$ cat src/rtl/rvfi_csr_shadow_check_if.sv
// rvfi_csr_shadow_check_if: RVFI single-channel retirement signals carrying one CSR's masks and data
interface rvfi_csr_shadow_check_if #(
  parameter int XLEN    = 32,
  parameter int ORDER_W = 64
);
  logic               valid;
  logic [ORDER_W-1:0] order;
  logic               trap;
  logic [XLEN-1:0]    rmask;
  logic [XLEN-1:0]    wmask;
  logic [XLEN-1:0]    rdata;
  logic [XLEN-1:0]    wdata;
  modport master (output valid, order, trap, rmask, wmask, rdata, wdata);
  modport slave  (input  valid, order, trap, rmask, wmask, rdata, wdata);
endinterface

$ cat src/rtl/rvfi_csr_shadow_check.sv
// rvfi_csr_shadow_check: cross-retirement CSR shadow, order-gap and trap-mask checker
// RISCV_FORMAL_CSR_SHADOW_COUNTER_EN makes the shadow a free-running counter while tracking.
module rvfi_csr_shadow_check #(
  parameter int XLEN    = 32,
  parameter int ORDER_W = 64
) (
  input  logic               clock,
  input  logic               resetn,
  input  logic               check,
  rvfi_csr_shadow_check_if.slave rvfi,
  output logic [XLEN-1:0]    shadow_known,
  output logic [XLEN-1:0]    shadow_value,
  output logic               check_fail,
  output logic [1:0]         err_code,
  output logic [ORDER_W-1:0] err_order
);
  typedef enum logic [1:0] {IDLE, TRACK, FAIL} state_t;
  state_t             state, state_nx;
  logic [ORDER_W-1:0] last_order;
  logic [XLEN-1:0]    base_known, base_value, known_nx, value_nx;
  logic               gap, mtrap, mism, err, upd;
  logic [1:0]         code;
  always_comb begin
    gap        = state == TRACK && rvfi.order != ORDER_W'(last_order + 1'b1);
    mtrap      = rvfi.trap && |(rvfi.rmask | rvfi.wmask);
    mism       = !rvfi.trap && |((rvfi.rdata ^ shadow_value) & rvfi.rmask & shadow_known);
    code       = gap ? 2'd2 : mtrap ? 2'd3 : mism ? 2'd1 : 2'd0;
    err        = rvfi.valid && state != FAIL && code != 2'd0;
    upd        = rvfi.valid && !rvfi.trap && !err;
`ifdef RISCV_FORMAL_CSR_SHADOW_COUNTER_EN
    // a partially known counter cannot be advanced, so forget it entirely
    base_known = (state == TRACK && !(&shadow_known)) ? '0 : shadow_known;
    base_value = (state == TRACK && &shadow_known) ? shadow_value + 1'b1 : shadow_value;
`else
    base_known = shadow_known;
    base_value = shadow_value;
`endif
    value_nx   = upd ? (rvfi.wmask & rvfi.wdata) | (~rvfi.wmask & rvfi.rmask & rvfi.rdata)
                       | (~(rvfi.wmask | rvfi.rmask) & base_value) : base_value;
    known_nx   = upd ? base_known | rvfi.wmask | rvfi.rmask : base_known;
    state_nx   = state == FAIL ? FAIL : err ? FAIL : rvfi.valid ? TRACK : state;
  end
  always_ff @(posedge clock or negedge resetn)
    if (!resetn) state <= IDLE;
    else state <= state_nx;
  always_ff @(posedge clock or negedge resetn)
    if (!resetn) begin
      shadow_known <= '0;
      shadow_value <= '0;
      check_fail   <= 1'b0;
      err_code     <= 2'd0;
      err_order    <= '0;
      last_order   <= '0;
    end else if (state != FAIL) begin
      if (rvfi.valid) last_order <= rvfi.order;
      if (err) begin
        check_fail <= 1'b1;
        err_code   <= code;
        err_order  <= rvfi.order;
      end else begin
        shadow_known <= known_nx;
        shadow_value <= value_nx;
      end
    end
`ifdef FORMAL
  always_comb if (resetn && check) assert (!check_fail);
`else
  logic unused_check;
  assign unused_check = check;
`endif
endmodule

$ cat src/flat_wrapper.sv
// flat-port wrapper written by rule: the top's interface ports become plain ports
module rvfi_csr_shadow_check_flat 
#(
  parameter int XLEN    = 32,
  parameter int ORDER_W = 64
)
  (clock, resetn, check, shadow_known, shadow_value, check_fail, err_code, err_order, rvfi_valid, rvfi_order, rvfi_trap, rvfi_rmask, rvfi_wmask, rvfi_rdata, rvfi_wdata);
  rvfi_csr_shadow_check_if #(.XLEN(XLEN), .ORDER_W(ORDER_W)) rvfi_i ();
  input  logic clock;
  input  logic resetn;
  input  logic check;
  output logic [XLEN-1:0] shadow_known;
  output logic [XLEN-1:0] shadow_value;
  output logic check_fail;
  output logic [1:0] err_code;
  output logic [ORDER_W-1:0] err_order;
  input wire logic [$bits(rvfi_i.valid)-1:0] rvfi_valid;
  input wire logic [$bits(rvfi_i.order)-1:0] rvfi_order;
  input wire logic [$bits(rvfi_i.trap)-1:0] rvfi_trap;
  input wire logic [$bits(rvfi_i.rmask)-1:0] rvfi_rmask;
  input wire logic [$bits(rvfi_i.wmask)-1:0] rvfi_wmask;
  input wire logic [$bits(rvfi_i.rdata)-1:0] rvfi_rdata;
  input wire logic [$bits(rvfi_i.wdata)-1:0] rvfi_wdata;
  assign rvfi_i.valid = rvfi_valid;
  assign rvfi_i.order = rvfi_order;
  assign rvfi_i.trap = rvfi_trap;
  assign rvfi_i.rmask = rvfi_rmask;
  assign rvfi_i.wmask = rvfi_wmask;
  assign rvfi_i.rdata = rvfi_rdata;
  assign rvfi_i.wdata = rvfi_wdata;
  rvfi_csr_shadow_check #(.XLEN(XLEN), .ORDER_W(ORDER_W)) u_core (.clock(clock), .resetn(resetn), .check(check), .rvfi(rvfi_i), .shadow_known(shadow_known), .shadow_value(shadow_value), .check_fail(check_fail), .err_code(err_code), .err_order(err_order));
endmodule
$ cat config.mk
export PLATFORM = sky130hd
export DESIGN_NAME = rvfi_csr_shadow_check_flat
export DESIGN_NICKNAME = d
export VERILOG_FILES = /design/src/rtl/rvfi_csr_shadow_check_if.sv /design/src/rtl/rvfi_csr_shadow_check.sv /design/src/flat_wrapper.sv
export SDC_FILE = /design/constraint.sdc
export NUM_CORES = 1
export LEC_CHECK = 0
export ABC_CLOCK_PERIOD_IN_PS = 8880
export CORE_MARGIN = 2
export CORE_UTILIZATION = 52
export DETAILED_ROUTE_END_ITERATION = 8
export PLACE_DENSITY = 0.87
export SETUP_SLACK_MARGIN = 0.4
export SLEW_MARGIN = 20
export SYNTH_ARGS = -nofsm -noshare
export SYNTH_HDL_FRONTEND = slang
export SYNTH_SLANG_ARGS = --single-unit
$ cat constraint.sdc
create_clock -name clock -period 8.88 [get_ports clock]
set_input_delay 1.332 -clock clock [delete_from_list [all_inputs] [get_ports clock]]
set_output_delay 1.332 -clock clock [all_outputs]
set_load 0.02 [all_outputs]
==> results.rst, run 1 <==
.. list-table::
   :header-rows: 1

   * - Metric
     - Value
   * - Number of max-cap violations
     - 0
   * - Synth Net Count
     - approximately 1300
   * - CP delay by family, top
     - buffers and inverters
   * - Cell at the root of the clock tree
     - sky130_fd_sc_hd__clkbuf_16
   * - Layout cell share with drive strength beyond 1
     - 12.74%
   * - Hold crit path type
     - reg2reg
   * - First-pass GRT wire length
     - between 50000 and 60000 um
   * - Cell types occupying the most area after synthesis
     - sky130_fd_sc_hd__dfrtp_1 (44%), sky130_fd_sc_hd__mux2_2 (9.9%), sky130_fd_sc_hd__xor2_1 (5.6%)
   * - Mapped Cells
     - 1065
   * - Worst slew margin relative to its limit
     - between 30% and 40%
   * - Power per Cell Area
     - ~310 nW/um^2
   * - Sequential area share after synthesis
     - 43.93%
   * - Least-Margin Pin Slew
     - around 1.0 ns
   * - Data required, critical path
     - between 9 and 10 ns
   * - GR Overflow Total
     - 0
   * - Weighted congestion reported at the end of routability-driven placement
     - around 0.93
   * - Final Cell Area
     - between 15000 and 20000 um^2
   * - Maximum clock rate
     - 187.2 MHz
   * - Total clock buffers created by CTS
     - 17
   * - Detailed router's first-iteration violation count
     - 685
   * - Post-synth top area share
     - 43.93%
   * - Total vias in the final route
     - slightly above 10000
   * - Die Wd
     - around 150 um
   * - CTS tree
     - yes
   * - Nets
     - approximately 1600
   * - Starting Density
     - a little over half
   * - Critical path depth
     - 12
   * - Worst path most repeated cell
     - sky130_fd_sc_hd__buf_4
   * - Post-placement cell area
     - about 15000 um^2
   * - Total routed wirelength
     - roughly 37000 um
   * - Die area
     - between 20000 and 25000 um^2
   * - Detail Route Antenna Nets
     - 0
   * - Count of standard-cell rows
     - between 50 and 60
   * - Final Power
     - around 4.8 mW
   * - Static power due to leakage
     - 5.884 nW
   * - Clock sink total
     - approximately 200
   * - Worst Setup Start Kind
     - input pin
   * - Average wire per cell in the routed design
     - about 23 um
   * - Placed cell count
     - between 1500 and 2000
   * - Post-route DRC
     - 0
   * - Ports
     - between 300 and 400
   * - Clk pin slew, worst setup/hold paths
     - approximately 0.070 ns
   * - Number of detailed-routing iterations run before antenna repair
     - 5
   * - # Post-CTS Setup Buffers
     - 0
   * - CTS Hold Buffers Added
     - 0
   * - Number of failing setup endpoints in the final timing report
     - 0
   * - Core area
     - between 20000 and 25000 um^2
   * - Vias per std cell
     - 6.172
   * - Die height
     - between 150 and 200 um
   * - Share of synthesized flip-flops with an asynchronous set or reset
     - 100.0%
   * - Largest net degree at the start of global routing
     - approximately 120
   * - Clk buf depth
     - 2
   * - Setup repair after global routing missed its margin
     - no
   * - Worst Hold Depth
     - 1
   * - Crit path max fanout
     - 67
   * - Stage delay of the slowest cell on the critical path
     - slightly above 0.6 ns
   * - Number of antenna violations at the first check in global routing
     - 4
   * - Clock insertion delay at the later pin of the skew report
     - 0.44 ns
   * - Syn_area_per_cell
     - about 11 um^2
   * - Type of destination of the critical path
     - flip-flop
   * - Max IR drop VDD
     - about 220 uV
   * - Data arrival time at the worst-slack endpoint
     - 5.66 ns
   * - Area Growth Syn to Fin
     - 36.33%
   * - Class of the most critical setup path
     - in2reg
   * - Number of global-route vias before repair
     - a little over 10000
   * - Final worst-path cycle share
     - 60.15%
   * - Top flip-flop cell by instance count after synthesis
     - sky130_fd_sc_hd__dfrtp_1
   * - Number of synthesized register bits
     - just under 200
   * - Worst Setup Slack post-DPL
     - about 3.1 ns
   * - Number of cells in the finished layout apart from fillers
     - 1658
   * - Filler cells
     - 1513
   * - Worst clock skew
     - roughly 0.011 ns
   * - Final Hold Viols
     - 0
   * - Warning count from the yosys run
     - 0
   * - Number of gates resized after cts
     - 0
   * - Result of the run
     - completed
   * - Final Slew Violations
     - 0
   * - Number of enable-type register cells in the synthesized netlist
     - 0
   * - H-tree depth
     - 4
   * - Distinct cell type count of the synthesized netlist
     - between 60 and 70
   * - Number of cells on the worst reg-to-reg path
     - 13
   * - GRT Resource Usage Total
     - ~33%
   * - Crit path max-delay cell type
     - sky130_fd_sc_hd__or4_1
   * - Shortest clock period the worst path allows after layout
     - between 5 and 6 ns
   * - Post-route setup TNS
     - 0 ns
   * - Cell-by-cell trace of the critical path
     - clkdlybuf4s50_1 -> xor2_1 -> o211ai_1 -> a2111oi_0 -> and4_1 -> o2111ai_1 -> or4_1 -> o31ai_4 -> buf_4 -> o21ai_4 -> buf_4 -> mux2_1
   * - Final core area utilization
     - 72.54%
   * - Library cell with the largest summed area after synthesis
     - sky130_fd_sc_hd__dfrtp_1
   * - Total of buffers placed on input and output ports
     - approximately 330
   * - Sum of net half-perimeters after detailed placement
     - around 28000 um
   * - Critical path buffer and inverter count
     - 3
   * - Worst Hold Margin
     - 0.4923 ns
   * - Worst-case setup margin in the final layout
     - ~3.5 ns
   * - Cell area after synthesis
     - around 11000 um^2
## worst register-to-register path, stage by stage (launching register included)
cell                      delay (ns)
sky130_fd_sc_hd__dfrtp_1        0.43
sky130_fd_sc_hd__ha_1           0.26
sky130_fd_sc_hd__nand4_1        0.35
sky130_fd_sc_hd__or4_1          0.69
sky130_fd_sc_hd__nor4_2         0.59
sky130_fd_sc_hd__and4_1         0.29
sky130_fd_sc_hd__o22ai_1        0.13
sky130_fd_sc_hd__nor3_1         0.31
sky130_fd_sc_hd__nand4_1        0.28
sky130_fd_sc_hd__o31ai_4        0.24
sky130_fd_sc_hd__buf_4          0.62
sky130_fd_sc_hd__o21ai_4        0.07
sky130_fd_sc_hd__buf_4          0.40
sky130_fd_sc_hd__mux2_1         0.54
## layout make-up
class | instances | area, um^2 | share of cell area (%)
multi-input combinational | 805 | 6043 | 39.51
timing repair buffer | 335 | 3338 | 21.82
sequential | 197 | 4930 | 32.23
tap | 275 | 344.1 | 2.249
inverter | 14 | 52.55 | 0.3435
antenna | 2 | 5.005 | 0.03272
clock inverter | 11 | 151.4 | 0.9897
clock buffer | 19 | 432.9 | 2.830
## registers in the layout, summed over array words and instances, names as in the netlist
name	flops
u_core.check_fail	1
u_core.err_code	2
u_core.err_order	64
u_core.last_order	64
u_core.shadow_known	32
u_core.shadow_value	32
u_core.state	2
## cell families (layout without fill, tap and decap cells)
family / Yosys count / after routing / share of synthesized area [%]
compound gates: 168 / 168 / 10.36
xor+xnor: 119 / 119 / 9.288
fa+ha+maj: 1 / 1 / 0.1115
buf+inv: 63 / 379 / 2.420
flops: 197 / 197 / 43.93
mux: 132 / 132 / 14.05
other cells: 0 / 2 / 0
simple gates: 385 / 385 / 19.84
## cell usage after synthesis, types with 8 or more instances
library cell / count
sky130_fd_sc_hd__dfrtp_1: 197
sky130_fd_sc_hd__mux2_2: 99
sky130_fd_sc_hd__nand3_1: 87
sky130_fd_sc_hd__nand4_1: 72
sky130_fd_sc_hd__xor2_1: 72
sky130_fd_sc_hd__nor2_1: 52
sky130_fd_sc_hd__xnor2_1: 47
sky130_fd_sc_hd__o21ai_0: 46
sky130_fd_sc_hd__nand2_1: 38
sky130_fd_sc_hd__clkbuf_1: 35
sky130_fd_sc_hd__a32oi_1: 32
sky130_fd_sc_hd__o21bai_1: 31
sky130_fd_sc_hd__and3b_1: 30
sky130_fd_sc_hd__mux2_4: 26
sky130_fd_sc_hd__nor3_1: 20
sky130_fd_sc_hd__a21oi_1: 17
sky130_fd_sc_hd__and4_1: 14
sky130_fd_sc_hd__inv_1: 14
sky130_fd_sc_hd__nor4_1: 13
sky130_fd_sc_hd__and3_1: 12
sky130_fd_sc_hd__and2_1: 8
## per-layer routing
layer / share of wire (%) / vias to the layer above / track usage, %
li1: - / 4616 / -
met1: 37 / 5042 / 38.21
met2: 49 / 467 / 54.82
met3: 8.4 / 107 / 8.163
met4: 5.5 / 2 / 18.88
met5: 0.045 / - / 0
## report_power, final
group	total (mW)	leakage (nW)	internal, mW	switching (mW)
clock	0.790	0.284	0.443	0.347
combinational	2.29	3.37	1.17	1.12
sequential	1.72	2.23	1.30	0.421
## path summary, 6_finish.rpt
kind | startpoint | to | slack (ns)
max reg2reg | u_core.last_order[0]$_DFFE_PN0P_ | u_core.err_order[62]$_DFFE_PN0P_ | 3.59
min reg2reg | u_core.err_order[62]$_DFFE_PN0P_ | u_core.err_order[62]$_DFFE_PN0P_ | 0.49
max | rvfi_order[17] | u_core.err_order[62]$_DFFE_PN0P_ | 3.54
max in group asynchronous | resetn | u_core.err_order[17]$_DFFE_PN0P_ | 6.55
min in group asynchronous | resetn | u_core.err_order[26]$_DFFE_PN0P_ | 0.98
min | u_core.err_order[62]$_DFFE_PN0P_ | u_core.err_order[62]$_DFFE_PN0P_ | 0.49
## cells in the final DEF, fill, tap and decap left out, types with 4 or more instances in the layout
| master | instances |
|---|---|
| sky130_fd_sc_hd__clkdlybuf4s50_1 | 325 |
| sky130_fd_sc_hd__dfrtp_1 | 197 |
| sky130_fd_sc_hd__mux2_2 | 99 |
| sky130_fd_sc_hd__nand3_1 | 87 |
| sky130_fd_sc_hd__nand4_1 | 72 |
| sky130_fd_sc_hd__xor2_1 | 72 |
| sky130_fd_sc_hd__nor2_1 | 52 |
| sky130_fd_sc_hd__xnor2_1 | 47 |
| sky130_fd_sc_hd__o21ai_0 | 46 |
| sky130_fd_sc_hd__nand2_1 | 38 |
| sky130_fd_sc_hd__a32oi_1 | 32 |
| sky130_fd_sc_hd__o21bai_1 | 31 |
| sky130_fd_sc_hd__and3b_1 | 30 |
| sky130_fd_sc_hd__mux2_4 | 26 |
| sky130_fd_sc_hd__nor3_1 | 19 |
| sky130_fd_sc_hd__a21oi_1 | 17 |
| sky130_fd_sc_hd__clkbuf_16 | 17 |
| sky130_fd_sc_hd__inv_1 | 14 |
| sky130_fd_sc_hd__and4_1 | 14 |
| sky130_fd_sc_hd__nor4_1 | 13 |
| sky130_fd_sc_hd__and3_1 | 12 |
| sky130_fd_sc_hd__and2_1 | 8 |
| sky130_fd_sc_hd__buf_4 | 8 |
| sky130_fd_sc_hd__or4_1 | 7 |
| sky130_fd_sc_hd__a31oi_1 | 7 |
| sky130_fd_sc_hd__mux2i_1 | 6 |
| sky130_fd_sc_hd__nand2b_1 | 5 |
| sky130_fd_sc_hd__nor3b_1 | 4 |
| sky130_fd_sc_hd__o22ai_1 | 4 |
| sky130_fd_sc_hd__nor2b_1 | 4 |
| sky130_fd_sc_hd__a211oi_1 | 4 |
| sky130_fd_sc_hd__or3_1 | 4 |
No activity file was read; power rests on OpenSTA's default activity.
==> run 2, diff against run 1 <==
--- a/config.mk
+++ b/config.mk
@@ -5,11 +5,11 @@
 export SDC_FILE = /design/constraint.sdc
 export NUM_CORES = 1
 export LEC_CHECK = 0
-export ABC_CLOCK_PERIOD_IN_PS = 8880
+export ABC_CLOCK_PERIOD_IN_PS = 4350
 export CORE_MARGIN = 2
-export CORE_UTILIZATION = 52
+export CORE_UTILIZATION = 44
 export DETAILED_ROUTE_END_ITERATION = 8
-export PLACE_DENSITY = 0.87
+export PLACE_DENSITY = 0.78
 export SETUP_SLACK_MARGIN = 0.4
 export SLEW_MARGIN = 20
 export SYNTH_ARGS = -nofsm -noshare
==> constraint.sdc (replaced) <==
create_clock -name clock -period 4.35 [get_ports clock]
set_input_delay 0.6525 -clock clock [delete_from_list [all_inputs] [get_ports clock]]
set_output_delay 0.6525 -clock clock [all_outputs]
set_load 0.02 [all_outputs]
==> results.rst, run 2 (synthesized netlist as in run 1, its figures left out) <==
.. list-table::
   :header-rows: 1

   * - Metric
     - Value
   * - Worst slew margin relative to its limit
     - 41.98% (+12 points)
   * - Total clock buffers created by CTS
     - 17 (unchanged)
   * - Net switching fraction of the power
     - 39.78% (+0.46 points)
   * - Area Growth Syn to Fin
     - 40.37%
   * - Die height
     - 163.7 um (+8.5%)
   * - Power per Cell Area
     - 627.2 nW/um^2 (+100%)
   * - Result of the run
     - completed
   * - Die area
     - 26790 um^2 (+18%)
   * - Final core area utilization
     - 62.73% (-9.8 points)
   * - Count of standard-cell rows
     - 58 (+9.4%)
   * - Number of detailed-routing iterations run before antenna repair
     - 6 (+1)
   * - Filler cells
     - 2082 (+38%)
   * - Number of antenna violations at the first check in global routing
     - 3 (-1)
   * - Total vias in the final route
     - 10340 (+1.1%)
   * - Clock sink total
     - 197 (unchanged)
   * - Weighted congestion reported at the end of routability-driven placement
     - 0.9527 (+2.1%)
   * - Max IR drop VDD
     - 389.8 uV (+75%)
   * - Cell at the root of the clock tree
     - sky130_fd_sc_hd__clkbuf_16
   * - Static power due to leakage
     - 6.110 nW (+3.8%)
   * - Final Slew Violations
     - 0 (unchanged)
   * - Nets
     - 1598 (+1.9%)
   * - Starting Density
     - 44.69% (-8.5 points)
   * - Maximum clock rate
     - around 260 MHz
   * - Most frequent cells in the layout
     - sky130_fd_sc_hd__clkdlybuf4s50_1 (325), sky130_fd_sc_hd__dfrtp_1 (188), sky130_fd_sc_hd__mux2_2 (99)
   * - Proportion of power drawn by flip-flops and latches
     - 35.1% (-0.7 points)
   * - Worst clock skew
     - 0.02023 ns (+0.008874 ns)
   * - Post-route DRC
     - 0 (unchanged)
   * - Sum of net half-perimeters after detailed placement
     - 28720 um (+3.0%)
   * - Hold crit path type
     - in2async
   * - GR Overflow Total
     - 0 (unchanged)
   * - Worst Setup Slack post-DPL
     - 0.1380 ns (-3.011 ns)
   * - Detailed router's first-iteration violation count
     - 948 (+38%)
   * - Type of destination of the critical path
     - flip-flop
   * - Average wire per cell in the routed design
     - 21.60 um (-4.5%)
   * - Data required, critical path
     - 4.69 ns (-4.51 ns)
   * - Class of the most critical setup path
     - reg2reg
   * - Total of buffers placed on input and output ports
     - 326 (unchanged)
   * - Post-placement cell area
     - 15030 um^2 (+2.2%)
   * - Number of global-route vias before repair
     - 10140 (-1.1%)
   * - Vias per std cell
     - 5.923 (-4.0%)
   * - CTS Hold Buffers Added
     - 0 (unchanged)
   * - H-tree depth
     - 4 (unchanged)
   * - Internal cell power
     - 5.949 mW (+100%)
   * - Number of cells in the finished layout apart from fillers
     - 1746 (+5.3%)
   * - Largest registers
     - u_core.err_order: 64 flops, u_core.last_order: 64 flops
   * - Total routed wirelength
     - 37710 um (+0.59%)
   * - Detail Route Antenna Nets
     - 0 (unchanged)
   * - Final Cell Area
     - 15750 um^2 (+3.0%)
   * - Least-Margin Pin Slew
     - 0.8703 ns (-0.1784 ns)
   * - Core area
     - 25110 um^2 (+19%)
   * - Final Hold Viols
     - 0 (unchanged)
   * - Shortest clock period the worst path allows after layout
     - 3.825 ns
   * - Placed cell count
     - 1708 (+5.0%)
   * - Clk pin slew, worst setup/hold paths
     - 0.09 ns (+0.02 ns)
   * - Post-route setup TNS
     - 0 ns (unchanged)
   * - Final worst-path cycle share
     - 87.94%
   * - Data arrival time at the worst-slack endpoint
     - 4.17 ns (-1.49 ns)
   * - Worst-case setup margin in the final layout
     - 0.5246 ns (-3.014 ns)
   * - Ports
     - 328 (unchanged)
   * - Number of max-cap violations
     - 0 (unchanged)
   * - GRT Resource Usage Total
     - 27.37% (-5.3 points)
   * - Layout cell share with drive strength beyond 1
     - 16.56% (+3.8 points)
   * - Clk buf depth
     - 2 (unchanged)
   * - Worst Setup Start Kind
     - flip-flop
   * - Die Wd
     - 163.7 um (+8.5%)
   * - Clock power share
     - 16.4% (about the same)
   * - Logic gate share of total power
     - 48.5% (+0.8 points)
   * - Most common cell after layout, fill and taps aside
     - sky130_fd_sc_hd__clkdlybuf4s50_1
   * - First-pass GRT wire length
     - 56470 um (-1.0%)
   * - Setup repair after global routing missed its margin
     - yes
   * - CTS tree
     - yes
   * - Switching power
     - 3.930 mW (+110%)
   * - Number of failing setup endpoints in the final timing report
     - 0 (unchanged)
   * - Clock insertion delay at the later pin of the skew report
     - 0.45 ns (about the same)
   * - Crit path max fanout
     - 36 (-46%)
   * - Largest net degree at the start of global routing
     - 98 (-16%)
[run 2: power groups by stage]
stage | combinational, mW | clock (mW) | sequential (mW)
after floorplan | 2.25 | 0 | 3.87
final | 4.79 | 1.62 | 3.47
after global placement | 4.68 | 0 | 3.42
after CTS | 4.79 | 1.65 | 3.44
after global routing | 5.09 | 1.72 | 3.60
after detailed placement | 4.76 | 0 | 3.45
[run 2: timing repair]
item / CTS / global route
pin swaps: 0 / 4
hold endpoints to repair: 0 / 0
gates resized for setup: 6 / 26
setup buffers: 0 / 3
setup endpoints to repair: 131 / 132
[run 2: final cells by class]
cell class                      instances  area [um^2]  area share (%)
Antenna cell                            3        7.507         0.04766
Timing Repair Buffer                  365         3610           22.92
Multi-Input combinational cell        805         6140           38.98
Tap cell                              330        412.9           2.622
Clock inverter                         15        161.4           1.025
Sequential cell                       197         4941           31.37
Inverter                               14        52.55          0.3337
Clock buffer                           17        425.4           2.701
[run 2: path summary, 6_finish.rpt]
kind | start | endpoint | slack [ns] | cells past startpoint
max | u_core.last_order[1]$_DFFE_PN0P_ | u_core.err_order[62]$_DFFE_PN0P_ | 0.52 | 12
min | resetn | u_core.shadow_value[28]$_DFFE_PN0P_ | 0.27 | 1
max reg2reg | u_core.last_order[1]$_DFFE_PN0P_ | u_core.err_order[62]$_DFFE_PN0P_ | 0.52 | 12
min reg2reg | u_core.check_fail$_DFFE_PN0P_ | u_core.check_fail$_DFFE_PN0P_ | 0.48 | 1
max in group asynchronous | resetn | u_core.last_order[7]$_DFFE_PN0P_ | 3.11 | 2
min in group clock | u_core.check_fail$_DFFE_PN0P_ | u_core.check_fail$_DFFE_PN0P_ | 0.48 | 1
[run 2: worst max-delay path: stages, from the launching register on]
cell	delay (ns)
sky130_fd_sc_hd__dfrtp_1	0.43
sky130_fd_sc_hd__ha_2	0.26
sky130_fd_sc_hd__nand4_1	0.17
sky130_fd_sc_hd__or4_4	0.54
sky130_fd_sc_hd__nor3_2	0.36
sky130_fd_sc_hd__and3_1	0.22
sky130_fd_sc_hd__o211ai_1	0.11
sky130_fd_sc_hd__a211oi_1	0.28
sky130_fd_sc_hd__nand4_1	0.31
sky130_fd_sc_hd__o31ai_4	0.32
sky130_fd_sc_hd__o21ai_4	0.12
sky130_fd_sc_hd__buf_12	0.22
sky130_fd_sc_hd__mux2_1	0.33
[run 2: routing by layer]
| metal | track usage (%) | vias to the layer above | wire length [um] |
|---|---|---|---|
| li1 | - | 4690 | - |
| met1 | 32.50 | 5066 | 14420 |
| met2 | 47.31 | 475 | 18660 |
| met3 | 5.682 | 109 | 2872 |
| met4 | 13.20 | 2 | 1747 |
| met5 | 0 | - | 9 |
[run 2: stage by stage]
step / hold WS (ns) / total power, mW
floorplan: 0.3569 / 6.127
global placement: 0.4510 / 8.107
finish: 0.2742 / 9.879
detailed placement: 0.4643 / 8.217
global route: 0.3241 / 10.42
CTS: 0.3130 / 9.875
==> run 3, diff against run 2 <==
--- a/config.mk
+++ b/config.mk
@@ -11,7 +11,6 @@
 export DETAILED_ROUTE_END_ITERATION = 8
 export PLACE_DENSITY = 0.78
 export SETUP_SLACK_MARGIN = 0.4
-export SLEW_MARGIN = 20
 export SYNTH_ARGS = -nofsm -noshare
 export SYNTH_HDL_FRONTEND = slang
 export SYNTH_SLANG_ARGS = --single-unit
==> results of run 3 <==
No change in the layout: final DEF, timing and power equal those of run 2.
==> edit, RTL diff (flow settings as in run 3) <==
`ORDER_W` is set to 64 in 3 places; all go to 60.
--- a/src/rtl/rvfi_csr_shadow_check_if.sv
+++ b/src/rtl/rvfi_csr_shadow_check_if.sv
@@ -3,3 +3,3 @@
   parameter int XLEN    = 32,
-  parameter int ORDER_W = 64
+  parameter int ORDER_W = 60
 );
--- a/src/rtl/rvfi_csr_shadow_check.sv
+++ b/src/rtl/rvfi_csr_shadow_check.sv
@@ -4,3 +4,3 @@
   parameter int XLEN    = 32,
-  parameter int ORDER_W = 64
+  parameter int ORDER_W = 60
 ) (
--- a/src/flat_wrapper.sv
+++ b/src/flat_wrapper.sv
@@ -4,3 +4,3 @@
   parameter int XLEN    = 32,
-  parameter int ORDER_W = 64
+  parameter int ORDER_W = 60
 )
Ports: changed (resized err_order and rvfi_order); port bits go from 328 to 320. The function was not compared with the original's and may differ.
==> edit against run 3 <==
- setup slack improved by 0.69 ps
- area after synthesis decreased by 8.4%
- power increased by 5.1%
- global-route usage decreased by 0.64 points
- sequential cell count decreased by 8
- clock skew decreased by 7.0 ps
- design area decreased by 6.0%
- combinational power increased by 7.1%
- cell count decreased by 5.7%
- worst hold slack improved by 33 ps
- critical path depth increased by 1
- clock power increased by 6%
- via count decreased by 11%
- wire length decreased by 9.1%
- largest cell class unchanged
==> edit: results (changes against run 3) <==
largest net degree at the start of global routing 105 (+7.1%); Cell variety after synth 61 (-3.2%); Avg Synthesized Cell Area 10.5 sq um (-0.26%); Syn. warnings 0 (unchanged); Routed wire per std cell 20.8 microns (-3.6%); All-Layer GR Usage 0.267 (-0.00636); Critical Path AT 4150 ps (-20 ps); met2 wire length 17300 microns (-7.5%); GRT met1 Usage 0.321 (-0.00432); met3 WL 2330 microns (-19%); initial antenna violation count 1 (-2); TritonRoute pass-1 iters 5 (-1); worst vdd ir 0.345 mV (-12%); Top Layer Used met4; worst min-delay path category input pin to async pin; DP HPWL 25800 microns (-10%); Top delay family on crit path simple AND/OR/NAND/NOR gates; WL met1 13500 microns (-6.1%); Worst R2R Path Depth 13 (+1); final non-filler cell total 1647 (-5.7%); Fillers 1809 (-13%); Clk Latency, worst-skew pair around 440 ps; syn nets 1172 (-7.2%); First DRT Iteration DRCs 656 (-31%); outcome complete, no violations; Vias/cell 5.57 (-6.0%); Synth top cells by count dfrtp_1, mux2_2, nor2_1, xor2_1, nand3_1; dpl ws 20.8 ps (-117 ps); sequential-to-total area share from yosys stat 0.460 (+0.0209); grt met2 use 0.467 (-0.00565); GPL Wtd Cong 0.930 (-2.4%); GR Layer Usage met3 0.0598 (+0.00300); global-route wire length before repair 50000 microns (-11%); P_leak 0.00595 uW (-2.7%); clk slew on worst S/H paths 80 ps; port buffer count 318 (-2.5%); Largest regs u_core.err_order (60), u_core.last_order (60); slowest stage delay, CP 640 ps (+100 ps); Placement Cell Area 13900 sq um (-7.4%); fmax 261 MHz (about the same); top post-synthesis cells by area dfrtp_1, mux2_2, xor2_1; Critical R2R Capture u_core.err_order[10]; final core occ 0.650 (+0.0225); Critical Path Fanout Max 15 (-58%); RR Startpoint u_core.last_order[8]; proportion of layout cells with a drive suffix above 1 0.177 (+0.0114); clock skew 13.3 ps (-6.96 ps); vias in the first global route 8962 (-12%); Clock Tree Buf Depth 2 (unchanged); Layout Nets 1514 (-5.3%); Slew @ Worst Pin 861 ps (-8.82 ps)
-- edit: final cells by class --
class	instances	area share
diodes	1	0.000169
clock buffers	17	0.0287
clock inverters	15	0.0151
inverters	11	0.00279
multi-input cells	752	0.369
flip-flops and latches	189	0.320
well taps	313	0.0265
repair buffers	349	0.237
-- edit: power breakdown --
| part | switching (uW) | internal (uW) |
|---|---|---|
| clock network | 779 | 940 |
| logic | 2500 | 2640 |
| registers | 868 | 2660 |
| total | 4140 | 6240 |
-- edit: cell families (layout without fill, tap and decap cells) --
| group | after synthesis | after routing | share of synthesized area |
|---|---|---|---|
| buffers and inverters | 37 | 392 | 0.0183 |
| XOR/XNOR | 113 | 113 | 0.0963 |
| flip-flops | 189 | 189 | 0.460 |
| other | 0 | 1 | 0 |
| AND/OR/NAND/NOR | 388 | 388 | 0.203 |
| multiplexers | 121 | 121 | 0.133 |
| AO/OA/AOI/OAI | 129 | 129 | 0.0881 |
| adder cells (fa/ha/maj) | 1 | 1 | 0.00122 |
-- edit: how the worst max path moves through the flow --
stage | from | end | depth (start not counted)
after floorplan | u_core.last_order[0] | u_core.err_order[23] | 13
after global routing | u_core.last_order[0] | u_core.err_order[10] | 16
after detailed placement | rvfi_order[10] | u_core.err_order[25] | 13
after CTS | u_core.last_order[26] | u_core.err_order[25] | 12
final | u_core.last_order[8] | u_core.err_order[10] | 13
after global placement | rvfi_order[10] | u_core.err_order[24] | 13
-- edit: repair_timing --
| item | in CTS | in global routing |
|---|---|---|
| pin swaps | 0 | 9 |
| setup endpoints to repair | 79 | 122 |
| gates resized for setup | 4 | 23 |
| gates cloned | 0 | 3 |
| buffers inserted | 0 | 9 |
-- edit: stage by stage --
step	total power [uW]	hold slack, ps
floorplan	6230	357
global placement	8330	451
detailed placement	8460	465
CTS	10200	341
global route	10900	369
finish	10400	308
